[config.mk]
export PLATFORM = sky130hd
export DESIGN_NAME = sync_fifo
export DESIGN_NICKNAME = d
export VERILOG_FILES = /design/src/rtl/library_pkg.sv /design/src/rtl/sync_fifo_ptr.sv /design/src/rtl/sync_fifo.sv
export SDC_FILE = /design/constraint.sdc
export NUM_CORES = 1
export LEC_CHECK = 0
export BUFFER_PORTS_ARGS = -buffer_cell sky130_fd_sc_hd__buf_2
export CAP_MARGIN = 40
export CORE_MARGIN = 3
export CORE_UTILIZATION = 39
export CTS_BUF_LIST = sky130_fd_sc_hd__clkbuf_16
export CTS_CLUSTER_SIZE = 25
export DETAILED_ROUTE_END_ITERATION = 6
export PLACE_DENSITY_LB_ADDON = 0.12
export SLEW_MARGIN = 20
export SYNTH_ARGS = -nofsm -noshare
export SYNTH_HDL_FRONTEND = slang
export SYNTH_SLANG_ARGS = --single-unit
[constraint.sdc]
create_clock -name clk -period 3.9 [get_ports clk]
set_input_delay 0.78 -clock clk [delete_from_list [all_inputs] [get_ports clk]]
set_output_delay 0.78 -clock clk [all_outputs]
set_load 0.03 [all_outputs]
[src/rtl/library_pkg.sv]
// Shared constants and width helpers for the buffering library blocks.
// Consumed by sync_fifo and its pointer sub-module.
package library_pkg;

    localparam int DEFAULT_WIDTH    = 8;
    localparam int DEFAULT_DEPTH    = 8;
    localparam int DEFAULT_AF_LEVEL = 6;

    // Pointer width for a power-of-two DEPTH. Pointers wrap naturally modulo DEPTH.
    function automatic int ptr_width(input int depth);
        return (depth > 1) ? $clog2(depth) : 1;
    endfunction

    // Count needs one extra bit so that it can represent DEPTH itself.
    function automatic int count_width(input int depth);
        return $clog2(depth) + 1;
    endfunction

endpackage

[src/rtl/sync_fifo_ptr.sv]
// fifo_ptr: wrapping pointer counter with an enable and a synchronous clear.
// The clear input has priority over the enable.
module fifo_ptr #(
    parameter int W = 3
) (
    input  logic         clk,
    input  logic         clr,
    input  logic         en,
    output logic [W-1:0] ptr
);

    logic [W-1:0] ptr_reg;
    logic [W-1:0] ptr_next;

    always_comb begin
        ptr_next = ptr_reg;
        if (en) begin
            ptr_next = ptr_reg + W'(1);
        end
    end

    always_ff @(posedge clk) begin
        if (clr) begin
            ptr_reg <= '0;
        end else begin
            ptr_reg <= ptr_next;
        end
    end

    assign ptr = ptr_reg;

endmodule

[src/rtl/sync_fifo.sv]
// sync_fifo: parametrised single-clock FIFO with registered read data and status flags.
// Define SYNC_FIFO_ERR_EN to add sticky overflow/underflow outputs.
module sync_fifo
    import library_pkg::*;
#(
    parameter int WIDTH    = DEFAULT_WIDTH,
    parameter int DEPTH    = DEFAULT_DEPTH,
    parameter int AF_LEVEL = DEFAULT_AF_LEVEL
) (
    input  logic                     clk,
    input  logic                     reset,
    input  logic [WIDTH-1:0]         data_in,
    input  logic                     we,
    input  logic                     re,
    output logic [WIDTH-1:0]         data_out,
    output logic                     full,
    output logic                     empty,
    output logic                     almost_full,
    output logic [$clog2(DEPTH):0]   count
`ifdef SYNC_FIFO_ERR_EN
    ,
    output logic                     overflow,
    output logic                     underflow
`endif
);

    localparam int PW = ptr_width(DEPTH);
    localparam int CW = count_width(DEPTH);

    logic [WIDTH-1:0] mem [DEPTH];
    logic [PW-1:0]    wp;
    logic [PW-1:0]    rp;
    logic [CW-1:0]    count_reg;
    logic [CW-1:0]    count_next;
    logic [WIDTH-1:0] data_out_reg;
    logic             push_acc;
    logic             pop_acc;

    // Acceptance is decided on the current state only, so a push while full is
    // rejected even when a pop frees a slot on the same edge.
    assign push_acc = we & ~full;
    assign pop_acc  = re & ~empty;

    fifo_ptr #(.W(PW)) u_wp (
        .clk (clk),
        .clr (reset),
        .en  (push_acc),
        .ptr (wp)
    );

    fifo_ptr #(.W(PW)) u_rp (
        .clk (clk),
        .clr (reset),
        .en  (pop_acc),
        .ptr (rp)
    );

    // Storage is left uncleared on reset so it can map onto block RAM.
    always_ff @(posedge clk) begin
        if (push_acc && !reset) begin
            mem[wp] <= data_in;
        end
    end

    always_ff @(posedge clk) begin
        if (reset) begin
            data_out_reg <= '0;
        end else if (pop_acc) begin
            data_out_reg <= mem[rp];
        end
    end

    always_comb begin
        count_next = count_reg;
        case ({push_acc, pop_acc})
            2'b10:   count_next = count_reg + CW'(1);
            2'b01:   count_next = count_reg - CW'(1);
            default: count_next = count_reg;
        endcase
    end

    always_ff @(posedge clk) begin
        if (reset) begin
            count_reg <= '0;
        end else begin
            count_reg <= count_next;
        end
    end

    assign data_out    = data_out_reg;
    assign count       = count_reg;
    assign full        = (count_reg == CW'(DEPTH));
    assign empty       = (count_reg == '0);
    assign almost_full = (count_reg >= CW'(AF_LEVEL));

`ifdef SYNC_FIFO_ERR_EN
    logic overflow_reg;
    logic underflow_reg;

    always_ff @(posedge clk) begin
        if (reset) begin
            overflow_reg  <= 1'b0;
            underflow_reg <= 1'b0;
        end else begin
            overflow_reg  <= overflow_reg  | (we & full);
            underflow_reg <= underflow_reg | (re & empty);
        end
    end

    assign overflow  = overflow_reg;
    assign underflow = underflow_reg;
`endif

endmodule

==> results of run 1 <==
placed cells by master (no fill, tap or decap), drive strengths merged, types with 2 or more instances in the layout:
master   n
a21oi    6
buf     37
clkbuf   9
clkinv   6
dfxtp   18
edfxtp  64
ha       5
inv      4
mux4    16
nand2    6
nand3    4
nor2    23
nor3    11
nor4     2
o22ai    8
xor2     5
Yosys cell counts, types with 2 or more instances:
cell type / number / area, µm²
o22ai_1: 8 / 50.1
nand2_2: 2 / 12.5
nor3_2: 8 / 80.1
nand2_1: 3 / 11.3
xor2_1: 4 / 35.0
inv_1: 4 / 15.0
ha_1: 5 / 62.6
a21oi_1: 5 / 25.0
mux4_2: 16 / 360
dfxtp_1: 18 / 360
nor3_1: 3 / 15.0
nand3_1: 3 / 15.0
buf_1: 2 / 7.51
buf_2: 2 / 10.0
nor4_1: 2 / 12.5
buf_6: 4 / 45.0
nor2_1: 23 / 86.3
edfxtp_1: 64 / 1920
worst reg2reg max path, cell delays in order (launching register included):
cell and delay (ns):
dfxtp_1 0.37, or4b_1 0.73, nand2_8 0.18, ha_1 0.21
ha_1 0.28, a21oi_1 0.20, a21oi_1 0.12, or4_1 0.49
a21oi_1 0.15
report_power, final:
group | total (W) | internal [W] | switching (W) | leakage, nW
sequential | 0.00114 | 0.00102 | 0.000119 | 0.726
clock | 0.000754 | 0.000428 | 0.000326 | 0.130
combinational | 0.000673 | 0.000291 | 0.000382 | 0.487
total | 0.00257 | 0.00174 | 0.000826 | 1.34
layer usage:
layer,wire [µm],vias to the layer above
li1,-,834
met1,2850,899
met2,3200,31
met3,248,8
met4,76,0
met5,0,-
area by class of cell:
cell class	instances	share of cell area
Inverter	4	0.00389
Timing Repair Buffer	37	0.0561
Clock inverter	7	0.0120
Sequential cell	82	0.591
Clock buffer	9	0.0583
Tap cell	102	0.0331
Multi-Input combinational cell	98	0.245
kinds of logic after synthesis:
logic type / after synthesis / synth area share
AO/OA/AOI/OAI: 17 / 0.0334
XOR/XNOR: 6 / 0.0182
adder cells (fa/ha/maj): 6 / 0.0250
buffers and inverters: 14 / 0.0262
flip-flops: 82 / 0.691
multiplexers: 17 / 0.112
AND/OR/NAND/NOR: 52 / 0.0936
per-stage QoR:
| stage | utilization | total power (W) |
|---|---|---|
| 3_5_place_dp | 0.451 | 0.00185 |
| 4_1_cts | 0.485 | 0.00260 |
| 6_report | 0.485 | 0.00257 |
| 2_1_floorplan | - | 0.00168 |
| 3_3_place_gp | 0.443 | 0.00182 |
| 5_1_grt | 0.485 | 0.00271 |
path summary, 6_finish.rpt:
kind,startpoint,end,slack [ns],cells past startpoint
setup / recovery,count[0],count[3],1.11,8
hold / removal,data_out[3],data_out[3],0.50,2
setup reg to reg,count[0],count[3],1.11,8
hold reg to reg,data_out[3],data_out[3],0.50,2
==> metrics.cfg, run 1 <==
[placement]
place_area_um2=3590
placed_cells=323
place.gp.congestion=0.860
pre_cts_ws_ns=1.10
io_buffer_count=26
hpwl_um=4410

[synth]
synth_ff_type=edfxtp_1
yosysSeqAreaShare=0.691
synth_cell_types=36
avgSynthCellArea_um2=17.0
syn_inst=194
synth_seq_cells=82
synth_edf_count=64
async_flop_share=0
netlist_area_um2=3300
yosysWarnings=0
syn_nets=212

[run_status]
status=finished clean

[cells_and_area]
fillers=679
layout-drive-gt1-share=0.359
syn_to_final_growth_pct=17.0
fin_area_um2=3860
multi_input_area_um2=947
n_antenna_cell=0
fin_nets=250
largest_reg_flops=64
final_cells=339
ff_latch_area_um2=2280

[global_routing]
grt_pass1_wl_um=10300
groute.layer.met1.usage=0.186
grt-ovfl-total=0
antenna_found_initial=0
grt.met3_usage=0.0321
grt_max_degree=23
top_usage_layer=met2
grt_use_total=0.143
use_met2=0.234
grt_pass1_vias=1871

[worst_setup_path]
worst_path_most_repeated_cell=a21oi_1
critPathArrivalTime_ns=3.05
path_class=flip-flop to flip-flop
startpoint_type=flip-flop
path_buf_inv=0
crit_path_top_delay_cell=or4b_1
critical_path.top_delay_family=simple AND/OR/NAND/NOR gates
critPathCaptureType=flip-flop
cp.required_ns=4.16
cp_slowest_stage_delay_ns=0.73
crit_chain=or4b_1, nand2_8, ha_1, ha_1, a21oi_1, a21oi_1, or4_1, a21oi_1
worstPathMaxFanout=7

[timing]
finalSetupViolCount=0
skew_ns=0.00385
fmax_mhz=358
relSlewSlack=0.573
hold_violations=0
worstMarginPinSlew_ns=0.641
min_period_ns=2.79
post-route-period-util=0.716
setup_slack_ns=1.11
fin_tns_setup_ns=0
whs_ns=0.496
final_max_slew_viol_count=0
rsz0062_at_grt=false

[clocking]
cts_buffers=9
root_buffer=clkbuf_16
hold_buffers=0
htreeDepth=3
clk_path_buf_depth=2
cts_tree=done
clock_sinks=82
insertion_delay_ns=0.33
postCtsResizedCells=0
clk_pin_slew_ns=0.06
cts_setup_buffers=0

[floorplanning]
core_um2=7970
die_y_um=98.0
dieWidth_um=98.0
io_pins=27
fp-row-count=32
start_util=0.414
die_area_um2=9600

[drt]
wirelength_um=6380
drt_iter0_markers=70
viasPerCell=5.23
wire_per_inst_um=18.8
num_vias=1772
first_pass_iters=4
drcViolationCount=0
ant_nets=0

[worst_hold_path]
hold_class=flip-flop to flip-flop

[run]
maxCapViolations=0

[power]
pwr_density_cell_nw_per_um2=665
vdd_drop_max_v=0.000297
p_leak_nw=1.34

No activity file was read; power rests on OpenSTA's default activity.
==> run 2, diff against run 1 <==
- ABC_AREA: unset -> 1
- clock period: 3.9 -> 2.3 ns (I/O delays scaled with it)
==> metrics.cfg, run 2 <==
[synth]
synth_top_area_frac=0.533  ; -0.0489
avgSynthCellArea_um2=9.77  ; -43%
synth_edf_count=64  ; unchanged
synth_ff_type=edfxtp_1
yosysTopAreaCell=edfxtp_1
syn_inst=369  ; +90%
synth_seq_cells=82  ; unchanged
async_flop_share=0  ; unchanged
yosysWarnings=0  ; unchanged
synthTopCellsByArea=edfxtp_1 53%, nand2_1 11%, dfxtp_1 10%, nand3_1 7.5%, inv_1 6.7%
ys_top_cells_by_count=104 x nand2_1, 64 x edfxtp_1, 64 x inv_1
yosysSeqAreaShare=0.633  ; -0.0581
synth_cell_types=23  ; -36%
netlist_area_um2=3600  ; +9.2%
syn_nets=387  ; +83%
synth.most_common_cell=nand2_1

[timing]
worstMarginPinSlew_ns=0.504  ; -0.137 ns
rsz0062_at_grt=false
relSlewSlack=0.664  ; +0.0910
finalSetupViolCount=0  ; unchanged
fmax_mhz=494  ; +38%
min_period_ns=2.03  ; -0.769 ns
final_max_slew_viol_count=0  ; unchanged
skew_ns=0.00990  ; +0.00605 ns
fin_tns_setup_ns=0  ; unchanged
hold_violations=0  ; unchanged
post-route-period-util=0.880  ; +0.164

[power]
p_leak_nw=1.86  ; +38%
pwr_density_cell_nw_per_um2=1130  ; +70%
vdd_drop_max_v=0.000524  ; +76%

[global_routing]
grt_max_degree=35  ; +52%
grt_use_total=0.168  ; +0.0253
antenna_found_initial=0  ; unchanged
grt_pass1_wl_um=12700  ; +23%
grt_pass1_vias=2432  ; +30%
grt-ovfl-total=0  ; unchanged

[clocking]
clk_pin_slew_ns=0.06  ; about the same
htreeDepth=3  ; unchanged
root_buffer=clkbuf_16
postCtsResizedCells=0  ; unchanged
insertion_delay_ns=0.33  ; about the same
cts_buffers=9  ; unchanged
cts_setup_buffers=0  ; unchanged
cts_tree=done
hold_buffers=0  ; unchanged
clk_path_buf_depth=2  ; unchanged
clock_sinks=82  ; unchanged

[cells_and_area]
mostFrequentLayoutCells=104 x nand2_1, 66 x inv_1, 64 x edfxtp_1
fin_area_um2=4200  ; +8.7%
fin_nets=427  ; +71%
n_antenna_cell=0  ; unchanged
layout-drive-gt1-share=0.150  ; -0.209
syn_to_final_growth_pct=16.4
fillers=852  ; +25%
largest_reg_flops=64  ; unchanged
final_common_cell=nand2_1

[worst_setup_path]
worst_path_most_repeated_cell=nand2_1
critical_path.top_delay_family=simple AND/OR/NAND/NOR gates
path_buf_inv=0  ; unchanged
crit_chain=nor2_2, nand3_1, nand2_1, ha_1, ha_1, or2_2, nand2_1, nand3_1, nand2_1, nand2_1, a21oi_1
cp.required_ns=2.56  ; -1.60 ns
critPathCaptureType=flip-flop
path_class=flip-flop to flip-flop
crit_path_top_delay_cell=dfxtp_1
critPathArrivalTime_ns=2.29  ; -0.76 ns
startpoint_type=flip-flop
cp_slowest_stage_delay_ns=0.42  ; -0.31 ns
worstPathMaxFanout=7  ; unchanged

[drt]
drt_iter0_markers=87  ; +24%
viasPerCell=4.78  ; -8.5%
drcViolationCount=0  ; unchanged
ant_nets=0  ; unchanged
first_pass_iters=4  ; unchanged
wire_per_inst_um=15.2  ; -19%
wirelength_um=7920  ; +24%
num_vias=2497  ; +41%

[placement]
hpwl_um=5190  ; +18%
place.gp.congestion=0.779  ; -9.4%
io_buffer_count=26  ; unchanged
place_area_um2=3880  ; +8.2%

[floorplanning]
dieWidth_um=102  ; +4.2%
fp-row-count=34  ; +6.3%
io_pins=27  ; unchanged
start_util=0.407  ; -0.00702
die_y_um=102  ; +4.2%
core_um2=8850  ; +11%
die_area_um2=10400  ; +8.6%

[run]
maxCapViolations=0  ; unchanged

[run_status]
status=finished clean

[worst_hold_path]
hold_class=input pin to flip-flop

## run 2: changes by cell type after synthesis, moves of 4 or more
cell / before / now
a21oi_1: 5 / 16
inv_1: 4 / 64
mux4_2: 16 / 0
nand2_1: 3 / 104
nand3_1: 3 / 54
nor2_1: 23 / 6
nor3_2: 8 / 0
o21ai_0: 0 / 10
o22ai_1: 8 / 0
xor2_1: 4 / 0
## run 2: power by group
| group | internal (W) | switching [W] | total, W |
|---|---|---|---|
| combinational | 0.000450 | 0.000972 | 0.00142 |
| clock | 0.000941 | 0.000555 | 0.00150 |
| sequential | 0.00173 | 0.000106 | 0.00183 |
| total | 0.00312 | 0.00163 | 0.00475 |
## run 2: routing by layer
layer	GRT usage	share of wire
met1	0.212	0.46
met2	0.281	0.48
met3	0.0437	0.030
met4	0.0605	0.024
met5	0	0
## run 2: path summary, 6_finish.rpt
kind | from | endpoint | slack, ns | cells past startpoint
setup / recovery | count[1] | count[3] | 0.27 | 11
hold / removal | data_in[1] | mem[1][1] | 0.41 | 1
setup reg to reg | count[1] | count[3] | 0.27 | 11
hold reg to reg | data_out[1] | data_out[1] | 0.46 | 2
## run 2: cells by family (layout without fill, tap and decap cells)
group / Yosys count / count (layout) / synth area share
simple gates: 173 / 173 / 0.203
flops: 82 / 82 / 0.633
xor+xnor: 1 / 1 / 0.00243
compound gates: 26 / 26 / 0.0361
fa+ha+maj: 6 / 6 / 0.0229
buf+inv: 81 / 126 / 0.102
## run 2: final cells by class
type / instances / area (µm²) / area share
Clock buffer: 9 / 225 / 0.0537
Clock inverter: 7 / 87.6 / 0.0209
Inverter: 68 / 260 / 0.0620
Multi-Input combinational cell: 206 / 955 / 0.228
Sequential cell: 82 / 2280 / 0.544
Tap cell: 108 / 135 / 0.0322
Timing Repair Buffer: 42 / 250 / 0.0596
## run 2: worst reg2reg max path, stage by stage (launching register included)
cell,delay (ns)
dfxtp_1,0.42
nor2_2,0.06
nand3_1,0.08
nand2_1,0.15
ha_1,0.30
ha_1,0.31
or2_2,0.29
nand2_1,0.07
nand3_1,0.06
nand2_1,0.06
nand2_1,0.04
a21oi_1,0.11
## run 2: stage by stage
step	setup slack [ns]	utilization	hold slack (ns)	instances	total power (W)
floorplan	0.221	-	0.492	369	0.00294
global placement	0.357	0.439	0.453	506	0.00329
detailed placement	0.282	0.439	0.457	506	0.00331
CTS	0.276	0.474	0.408	522	0.00481
global route	0.0314	0.474	0.413	522	0.00506
finish	0.275	0.474	0.414	522	0.00475
==> run 3, diff against run 2 <==
- CORE_MARGIN: 3 -> 2
- SYNTH_HIERARCHICAL: unset -> 1
- clock period: 2.3 -> 2 ns (I/O delays scaled with it)
==> metrics.cfg, run 3 <==
[run_status]
status=finished clean

[floorplanning]
dieWidth_um=100  ; -1.8%
core_um2=9110  ; +2.9%
fp-row-count=35  ; +2.9%
die_y_um=100  ; -1.8%
io_pins=27  ; unchanged
start_util=0.397  ; -0.0105
die_area_um2=10100  ; -3.6%

[timing]
hold_violations=0  ; unchanged
fmax_mhz=556  ; +13%
rsz0062_at_grt=false
finalSetupViolCount=0  ; unchanged
fin_tns_setup_ns=0  ; unchanged
whs_ns=0.334  ; -0.0795 ns
skew_ns=0.00867  ; -0.00123 ns
worstMarginPinSlew_ns=0.599  ; +0.0947 ns
min_period_ns=1.80  ; -0.228 ns
final_max_slew_viol_count=0  ; unchanged
relSlewSlack=0.600  ; -0.0632
post-route-period-util=0.899  ; +0.0183

[placement]
io_buffer_count=26  ; unchanged
placed_cells=515  ; +1.8%
place.gp.congestion=0.723  ; -7.2%
hpwl_um=4630  ; -11%

[synth]
synth_ff_type=edfxtp_1
async_flop_share=0  ; unchanged
synth_seq_cells=82  ; unchanged
ys_top_cells_by_count=108 x nand2_1, 66 x inv_1, 64 x edfxtp_1
synth.most_common_cell=nand2_1
syn_inst=376  ; +1.9%
netlist_area_um2=3610  ; +0.28%
synth_top_area_frac=0.532  ; -0.00148
avgSynthCellArea_um2=9.61  ; -1.6%
synth_cell_types=26  ; +13%
synth_edf_count=64  ; unchanged
yosysTopAreaCell=edfxtp_1
yosysWarnings=6  ; +6
syn_nets=394  ; +1.8%
synthTopCellsByArea=edfxtp_1 53%, nand2_1 11%, dfxtp_1 10%, nand3_1 7.1%, inv_1 6.9%
yosysSeqAreaShare=0.632  ; -0.00175

[drt]
first_pass_iters=4  ; unchanged
routed.top_layer=met4
ant_nets=0  ; unchanged
drt_iter0_markers=108  ; +24%
drcViolationCount=0  ; unchanged
wirelength_um=7480  ; -5.6%
wl_met2_um=3580  ; -6.2%
wl_met3_um=244  ; +2.5%
viasPerCell=4.65  ; -2.8%
wl_met1_um=3570  ; -2.6%
wire_per_inst_um=14.1  ; -7.2%
num_vias=2469  ; -1.1%

[clocking]
htreeDepth=3  ; unchanged
insertion_delay_ns=0.34  ; about the same
clock_sinks=82  ; unchanged
hold_buffers=0  ; unchanged
root_buffer=clkbuf_16
postCtsResizedCells=0  ; unchanged
clk_pin_slew_ns=0.06  ; about the same
cts_tree=done
cts_buffers=9  ; unchanged
clk_path_buf_depth=2  ; unchanged
cts_setup_buffers=0  ; unchanged

[cells_and_area]
largest_reg_flops=64  ; unchanged
layout-drive-gt1-share=0.171  ; +0.0217
ff_latch_area_um2=2290  ; +0.55%
final_cells=531  ; +1.7%
n_antenna_cell=0  ; unchanged
mostFrequentLayoutCells=107 x nand2_1, 65 x inv_1, 64 x edfxtp_1
fin_nets=433  ; +1.4%
fillers=856  ; +0.47%
multi_input_area_um2=1030  ; +8.0%
final_common_cell=nand2_1
syn_to_final_growth_pct=17.9

[worst_setup_path]
critPathCaptureType=flip-flop
endpoint=count[3]
cp.required_ns=2.26  ; -0.30 ns
path_class=flip-flop to flip-flop
worstPathMaxFanout=5  ; -2
r2r_slack_ns=0.20  ; -0.07 ns
cp-startpoint=count[1]
r2r-end=count[3]
startpoint_type=flip-flop
rr_worst_depth=12  ; +1
critPathArrivalTime_ns=2.06  ; -0.23 ns
r2r-start=count[1]

[power]
p_leak_nw=1.87  ; +0.50%
pwr_density_cell_nw_per_um2=1280  ; +13%
vdd_drop_max_v=0.000396  ; -24%
total_power_w=0.00543  ; +14%

[global_routing]
grt-ovfl-total=0  ; unchanged
grt_use_total=0.160  ; -0.00859
grt_pass1_vias=2219  ; -8.8%
grt_max_degree=36  ; +2.9%
antenna_found_initial=0  ; unchanged
grt_pass1_wl_um=11700  ; -7.7%

[run]
maxCapViolations=0  ; unchanged

[worst_hold_path]
hold_class=input pin to flip-flop

-- run 3: changes by cell type after synthesis, moves of 4 or more --
cell	previous run	this run
o21ai_0	10	1
nor2_1	6	12
buf_6	6	1
buf_2	4	8
nand2_1	104	108
-- run 3: layout make-up --
class / instances / share of cell area
inverters: 69 / 0.0608
clock buffers: 9 / 0.0529
well taps: 111 / 0.0326
clock inverters: 7 / 0.0159
repair buffers: 41 / 0.0570
flip-flops and latches: 82 / 0.539
multi-input cells: 212 / 0.242
-- run 3: report_power, final --
part	internal, W	switching [W]
clock	0.000965	0.000667
combinational	0.000546	0.00115
sequential	0.00200	0.000108
-- run 3: worst min-delay path by stage --
stage	startpoint	endpoint	slack [ns]	cells past startpoint
after global placement	data_out[0]	data_out[0]	0.45	2
after floorplan	reset	count[1]	0.47	1
after detailed placement	data_out[6]	data_out[6]	0.45	2
final	data_in[2]	mem[2][2]	0.33	1
after global routing	data_in[2]	mem[2][2]	0.34	1
after CTS	data_in[2]	mem[2][2]	0.33	1
-- run 3: metal layers --
layer,track usage,up-vias
met4,0.0506,0
li1,-,1282
met2,0.253,36
met3,0.0418,7
met1,0.216,1144
met5,0,-
-- run 3: cells by family after synthesis --
kind of cell / Yosys count / synth area share
buffers and inverters: 82 / 0.0921
XOR/XNOR: 2 / 0.00485
AO/OA/AOI/OAI: 18 / 0.0263
adder cells (fa/ha/maj): 6 / 0.0229
AND/OR/NAND/NOR: 186 / 0.222
flip-flops: 82 / 0.632
-- run 3: critical path, stage by stage, from the launching register on --
cell	delay (ns)
dfxtp_4	0.36
nor2_4	0.13
nand2_2	0.07
nor2_4	0.13
nor2_4	0.06
ha_4	0.17
ha_4	0.21
or2_2	0.28
nand2_1	0.07
nand2_1	0.05
nand2_1	0.05
nand2_1	0.04
a21oi_1	0.10
-- run 3: through the flow --
step / util / cell area [µm²] / setup slack, ns
after detailed placement: 0.435 / 3970 / 0.199
after global routing: 0.468 / 4260 / 0.0886
after CTS: 0.468 / 4260 / 0.183
after global placement: 0.435 / 3970 / 0.216
after floorplan: - / 3660 / 0.00588
final: 0.468 / 4260 / 0.203
